$ cat config.mk
export PLATFORM = sky130hd
export DESIGN_NAME = seg_scan_mux_flat
export DESIGN_NICKNAME = d
export VERILOG_FILES = /design/src/rtl/seg_scan_mux_pkg.sv /design/src/rtl/seg_scan_mux_if.sv /design/src/rtl/seg_scan_mux_slot_timer.sv /design/src/rtl/seg_scan_mux.sv /design/src/flat_wrapper.sv
export SDC_FILE = /design/constraint.sdc
export NUM_CORES = 1
export LEC_CHECK = 0
export ABC_AREA = 1
export CAP_MARGIN = 40
export CORE_ASPECT_RATIO = 2
export CORE_MARGIN = 2
export CORE_UTILIZATION = 24
export DETAILED_ROUTE_END_ITERATION = 7
export HOLD_SLACK_MARGIN = 0.02
export MAX_ROUTING_LAYER = met4
export PLACE_DENSITY = 0.46
export SLEW_MARGIN = 20
export SYNTH_ARGS = -nofsm -noshare
export SYNTH_HDL_FRONTEND = slang
export SYNTH_HIERARCHICAL = 1
export SYNTH_SLANG_ARGS = --single-unit
$ cat constraint.sdc
create_clock -name clk -period 3.9 [get_ports clk]
set_input_delay 0.975 -clock clk [delete_from_list [all_inputs] [get_ports clk]]
set_output_delay 0.975 -clock clk [all_outputs]
set_load 0.01 [all_outputs]
$ cat src/rtl/seg_scan_mux_pkg.sv
// Shared types for the multiplexed seven-segment scanner.
package seg_scan_pkg;
   typedef enum logic {BLANK = 1'b0, DRIVE = 1'b1} scan_state_t;
   typedef logic [3:0] digit_t;
endpackage

$ cat src/rtl/seg_scan_mux_if.sv
// Digit-load handshake between the digit producer and the scanner.
interface seg_scan_mux_if
   import seg_scan_pkg::*;
#(
   parameter int NUM_DIGITS = 4
);
   digit_t [NUM_DIGITS-1:0] load_data;
   logic                    load_valid;
   logic                    load_ready;

   modport master (output load_data, load_valid, input load_ready);
   modport slave  (input load_data, load_valid, output load_ready);
endinterface

$ cat src/rtl/seg_scan_mux_slot_timer.sv
// Slot counter, BLANK/DRIVE phase and digit index for the scanner.
module slot_timer
   import seg_scan_pkg::*;
#(
   parameter int NUM_DIGITS  = 4,
   parameter int DWELL_COUNT = 100_000,
   parameter int BLANK_COUNT = 500,
   parameter int CW          = $clog2(DWELL_COUNT),
   parameter int IW          = $clog2(NUM_DIGITS)
) (
   input  logic          clk,
   input  logic          reset,
   output logic [CW-1:0] count,
   output logic [IW-1:0] idx,
   output scan_state_t   state,
   output logic          frame_done
);
   localparam logic [CW-1:0] CNT_LAST   = CW'(DWELL_COUNT - 1);
   localparam logic [CW-1:0] BLANK_LAST = CW'(BLANK_COUNT - 1);
   localparam logic [IW-1:0] IDX_LAST   = IW'(NUM_DIGITS - 1);

   always_ff @(posedge clk or negedge reset) begin
      if (!reset) begin
         count <= '0;
         idx   <= '0;
         state <= BLANK;
      end else if (count == CNT_LAST) begin
         count <= '0;
         state <= BLANK;
         idx   <= (idx == IDX_LAST) ? '0 : idx + 1'b1;
      end else begin
         count <= count + 1'b1;
         if (count == BLANK_LAST)
            state <= DRIVE;
      end
   end

   assign frame_done = (idx == IDX_LAST) && (count == CNT_LAST);
endmodule

$ cat src/rtl/seg_scan_mux.sv
// N-digit seven-segment scanner with frame-synchronous loads, blank mask
// and leading-zero suppression.
module seg_scan_mux
   import seg_scan_pkg::*;
#(
   parameter int NUM_DIGITS  = 4,
   parameter int DWELL_COUNT = 100_000,
   parameter int BLANK_COUNT = 500
) (
   input  logic                  clk,
   input  logic                  reset,
   seg_scan_mux_if.slave         ld,
   input  logic [NUM_DIGITS-1:0] digit_mask,
   input  logic                  lz_en,
   output logic [NUM_DIGITS-1:0] digit_en,
   output digit_t                seg_data,
   output logic                  frame_done
);
   localparam int CW = $clog2(DWELL_COUNT);
   localparam int IW = $clog2(NUM_DIGITS);

   logic [CW-1:0]           count;
   logic [IW-1:0]           idx;
   scan_state_t             state;
   digit_t [NUM_DIGITS-1:0] pending, active;
   logic                    pending_full;
   logic [NUM_DIGITS-1:0]   mask_q, nz, suppress;
   logic                    lz_q;

   slot_timer #(
      .NUM_DIGITS (NUM_DIGITS),
      .DWELL_COUNT(DWELL_COUNT),
      .BLANK_COUNT(BLANK_COUNT)
   ) u_timer (
      .clk       (clk),
      .reset     (reset),
      .count     (count),
      .idx       (idx),
      .state     (state),
      .frame_done(frame_done)
   );

   assign ld.load_ready = !pending_full;

   // A load on the frame_done cycle can only land in an empty pending
   // buffer, so commit and accept never collide on the same edge.
   always_ff @(posedge clk or negedge reset) begin
      if (!reset) begin
         pending      <= '0;
         active       <= '0;
         pending_full <= 1'b0;
      end else begin
         if (frame_done && pending_full) begin
            active       <= pending;
            pending_full <= 1'b0;
         end
         if (ld.load_valid && !pending_full) begin
            pending      <= ld.load_data;
            pending_full <= 1'b1;
         end
      end
   end

   always_ff @(posedge clk or negedge reset) begin
      if (!reset) begin
         mask_q <= '0;
         lz_q   <= 1'b0;
      end else if (count == '0) begin
         mask_q <= digit_mask;
         lz_q   <= lz_en;
      end
   end

   // Digit i is a leading zero when it and every higher digit are zero.
   for (genvar i = 0; i < NUM_DIGITS; i++) begin : g_digit
      assign nz[i] = |active[i];
      if (i == 0) begin : g_lsd
         assign suppress[i] = 1'b0;
      end else begin : g_hi
         assign suppress[i] = lz_q && !(|nz[NUM_DIGITS-1:i]);
      end
      assign digit_en[i] = (state == DRIVE) && (idx == IW'(i)) &&
                           !mask_q[i] && !suppress[i];
   end

   assign seg_data = active[idx];
endmodule

$ cat src/flat_wrapper.sv
// flat-port wrapper written by rule: the top's interface ports become plain ports
module seg_scan_mux_flat import seg_scan_pkg::*;
#(
   parameter int NUM_DIGITS  = 4,
   parameter int DWELL_COUNT = 100_000,
   parameter int BLANK_COUNT = 500
)
  (clk, reset, digit_mask, lz_en, digit_en, seg_data, frame_done, ld_load_data, ld_load_valid, ld_load_ready);
  seg_scan_mux_if #(.NUM_DIGITS(NUM_DIGITS)) ld_i ();
  input  logic clk;
  input  logic reset;
  input  logic [NUM_DIGITS-1:0] digit_mask;
  input  logic lz_en;
  output logic [NUM_DIGITS-1:0] digit_en;
  output digit_t seg_data;
  output logic frame_done;
  input wire logic [$bits(ld_i.load_data)-1:0] ld_load_data;
  input wire logic [$bits(ld_i.load_valid)-1:0] ld_load_valid;
  output wire logic [$bits(ld_i.load_ready)-1:0] ld_load_ready;
  assign ld_i.load_data = ld_load_data;
  assign ld_i.load_valid = ld_load_valid;
  assign ld_load_ready = ld_i.load_ready;
  seg_scan_mux #(.NUM_DIGITS(NUM_DIGITS), .DWELL_COUNT(DWELL_COUNT), .BLANK_COUNT(BLANK_COUNT)) u_core (.clk(clk), .reset(reset), .ld(ld_i), .digit_mask(digit_mask), .lz_en(lz_en), .digit_en(digit_en), .seg_data(seg_data), .frame_done(frame_done));
endmodule
==> impl_metrics.csv <==
group,metric,value,unit
cells_and_area,fin_area,0.00377,mm²
cells_and_area,layout.area.seq,0.00145,mm²
placed_design,gp_congestion,0.812,
synth,syn-num-nets,352,
synth,yosysSeqAreaShare,49.7,%
timing,fmaxAchievable,290,MHz
critical_path,r2r_slack,1.45,ns
synth,syn_area_per_cell,8.99,µm²
pwr,vdd_drop_max,0.000251,V
cts,cts_sinks,58,
timing,finalClockSkew,0.00943,ns
placed_design,io_buffer_count,33,
critical_path,crit_start,"u_core/u_timer/count[0]",
critical_path,r2r_end,"u_core/active[5]",
cts,cts_setup_buffers,0,
global_route,grt_first_pass_wirelength,10900,µm
timing,finalHoldViolCount,0,
placed_design,dpl.hpwl,4660,µm
synth,synthCells,325,
critical_path,crit_type,"reg -> out",
critical_path,path_buf_inv,2,
floorplanning,start_util,24.4,%
routing,first_pass_iters,4,
cts,htree_levels,3,
cells_and_area,drive_gt1_share,14.3,%
timing,worst_slack,0.457,ns
cells_and_area,synthToLayoutAreaGrowth,28.9,%
critical_path,cp_max_fo,11,
placed_design,dp_slack,0.795,ns
cells_and_area,num-fill-cells,1289,
critical_path,cp-endpoint,"frame_done",
routing,vias_per_cell,4.22,
critical_path,cp.depth,8,
cells_and_area,layout_commonest_cell,"nand2_1",
routing,drtIter0Drc,108,
global_route,grt_remaining_overflow,0,
timing,worst_slew_pin_slew,0.731,ns
floorplanning,rows,57,
cells_and_area,nNetsFinal,392,
cts,clock_latency,0.33,ns
timing,fin_crit_sh,88.3,%
synth,yosysWarnings,6,
routing,routed_wl,6420,µm
placed_design,placed_cell_area,0.00340,mm²
critical_path,cp.arrival,2.47,ns
cts,cts-resized-gates,0,
floorplanning,core,0.0120,mm²
routing,vias,2181,
critical_path,cp-start-kind,"flop",
timing,rsz0062_at_grt,"no",
cts,cts_hold_buf,0,
global_route,grt_pass1_vias,2178,
routing,drc,0,
cells_and_area,antennaDiodeCount,0,
floorplanning,io_pins,34,
floorplanning,dieArea,0.0131,mm²
timing,setup_viol,0,
timing,maxSlewHeadroom,51.3,%
critical_path,critical_path.slowest_cell,"clkdlybuf4s50_1",
global_route,antenna_found_initial,0,
status,status,"finished, final reports clean",
placed_design,dp_cells,501,
synth,synth_cell_type_count,34,
timing,period_minus_slack,3.44,ns
synth,ys_ff_latch,58,
min_path,hp-class,"reg -> reg",
timing,fin_setup_tns,0,ns
critical_path,crit_chain,"ha_1, nand2_2, nor2_4, inv_2, nor2_2, nand2_1, nor2_1, clkdlybuf4s50_1",
cts,root_buffer,"clkbuf_16",
job,maxCapViolCount,0,
floorplanning,dieWidth,82.0,µm
critical_path,crit_family,"simple AND/OR/NAND/NOR gates",
cells_and_area,multi_input_area,0.00127,mm²
pwr,cellLeakagePower,1.86,nW
global_route,grt_max_degree,31,
critical_path,r2r_cells,9,
floorplanning,die_h,160,µm
cts,cts_tree,"built",
timing,slew_violations,0,
cells_and_area,final_cell_mix,"70 x nand2_1, 58 x dfrtp_1, 52 x nor2_1, 39 x inv_1, 32 x clkdlybuf4s50_1",
cells_and_area,fin_cells,517,
synth,syn_area,0.00292,mm²
critical_path,cp_data_required_time,2.92,ns
pwr,cellPowerDensity,428,mW/mm²
routing,wire_per_inst,12.4,µm
timing,holdWs,0.470,ns
critical_path,worstSetupEndpointType,"output port",
global_route,grt_use_total,11.0,%
cts,cts_buffers,9,
cts,clock_path_buffers,2,
critical_path,slowest_delay,0.59,ns
cts,cts.clk_slew.worst_paths,0.05,ns
critical_path,r2r-start,"u_core/u_timer/count[0]",
routing,ant_nets,0,
[report_power, final]
| part | total [W] | internal [W] | switching [W] |
|---|---|---|---|
| clock network | 0.000966 | 0.000704 | 0.000262 |
| logic | 0.0000401 | 0.0000223 | 0.0000178 |
| registers | 0.000607 | 0.000605 | 0.00000161 |
| total | 0.00161 | 0.00133 | 0.000282 |
[area by class of cell]
type,count,share of cell area (%)
Tap cell,147,4.88
Inverter,41,4.09
Clock buffer,11,6.44
Timing Repair Buffer,35,9.03
Sequential cell,58,38.5
Clock inverter,5,3.32
Multi-Input combinational cell,220,33.7
[cells in the mapped netlist]
cell type | number | share of area, %
a21oi_1 | 7 | 1.2
a22oi_1 | 3 | 0.77
buf_2 | 1 | 0.17
buf_6 | 3 | 1.2
clkbuf_1 | 1 | 0.13
clkbuf_2 | 1 | 0.17
dfrtp_1 | 58 | 50
ha_1 | 3 | 1.3
inv_1 | 39 | 5.0
inv_2 | 2 | 0.26
mux2_2 | 6 | 2.3
mux2_4 | 13 | 6.7
nand2_1 | 70 | 9.0
nand2_2 | 4 | 0.86
nand2_4 | 1 | 0.39
nand3_1 | 14 | 2.4
nand3_4 | 1 | 0.60
nand4_1 | 8 | 1.7
nor2_1 | 52 | 6.7
nor2_2 | 2 | 0.43
nor2_4 | 2 | 0.77
nor2_8 | 1 | 0.68
nor3_1 | 4 | 0.68
nor3_2 | 1 | 0.34
nor3_4 | 1 | 0.56
nor3b_1 | 1 | 0.26
nor4_1 | 4 | 0.86
o2111ai_1 | 1 | 0.30
o21ai_0 | 11 | 1.9
o21ai_1 | 1 | 0.17
o21bai_1 | 1 | 0.26
or2_4 | 1 | 0.30
xnor2_1 | 2 | 0.60
xor2_1 | 5 | 1.5
[per-layer routing]
metal	GRT usage (%)	wire, µm	part of all wire [%]	vias to the layer above
met5	-	0	0	-
met4	3.64	51	0.79	0
met3	3.22	322	5.0	4
met2	14.6	2790	43	49
met1	15.9	3260	51	1007
li1	-	-	-	1121
[sequential cells by signal (all words and copies together) (netlist names)]
name,count
u_core/pending,16
u_core/pending_full,1
u_core/lz_q,1
u_core/u_timer/idx,2
u_core/mask_q,4
u_core/u_timer/state,1
u_core/u_timer/count,17
u_core/active,16
[metrics by stage]
step	utilization (%)	total power (W)
after floorplan	-	0.000620
after global placement	28.4	0.000659
after detailed placement	28.4	0.000659
after CTS	31.4	0.00164
after global routing	31.4	0.00167
final	31.4	0.00161
[worst register-to-register path: cells and delay by family (launching register included)]
kind                     cells  cell delay, ns
AND/OR/NAND/NOR              6            1.23
flip-flops                   1            0.42
multiplexers                 1            0.41
adder cells (fa/ha/maj)      1            0.21
buffers and inverters        1            0.05
[worst min path at each step]
stage	cells after the start	start	endpoint
6_report	2	u_core/mask_q[0]	u_core/mask_q[0]
5_1_grt	2	u_core/mask_q[1]	u_core/mask_q[1]
4_1_cts	2	u_core/mask_q[0]	u_core/mask_q[0]
3_5_place_dp	2	u_core/mask_q[0]	u_core/mask_q[0]
3_3_place_gp	2	u_core/mask_q[0]	u_core/mask_q[0]
2_1_floorplan	2	u_core/lz_q	u_core/lz_q
[kinds of logic (layout without fill, tap and decap cells)]
kind of cell               count (synthesis)  count (layout)  share of synthesized area (%)
and+or+nand+nor                          167             167                           26.5
DFF                                       58              58                           49.7
muxes                                     19              19                           8.99
AOI/OAI and AO/OA                         24              24                           4.58
xor gates and xnor gates                   7               7                           2.10
buffers and inverters                     47              92                           6.89
adders and majority gates                  3               3                           1.28
No activity file was read; power rests on OpenSTA's default activity.
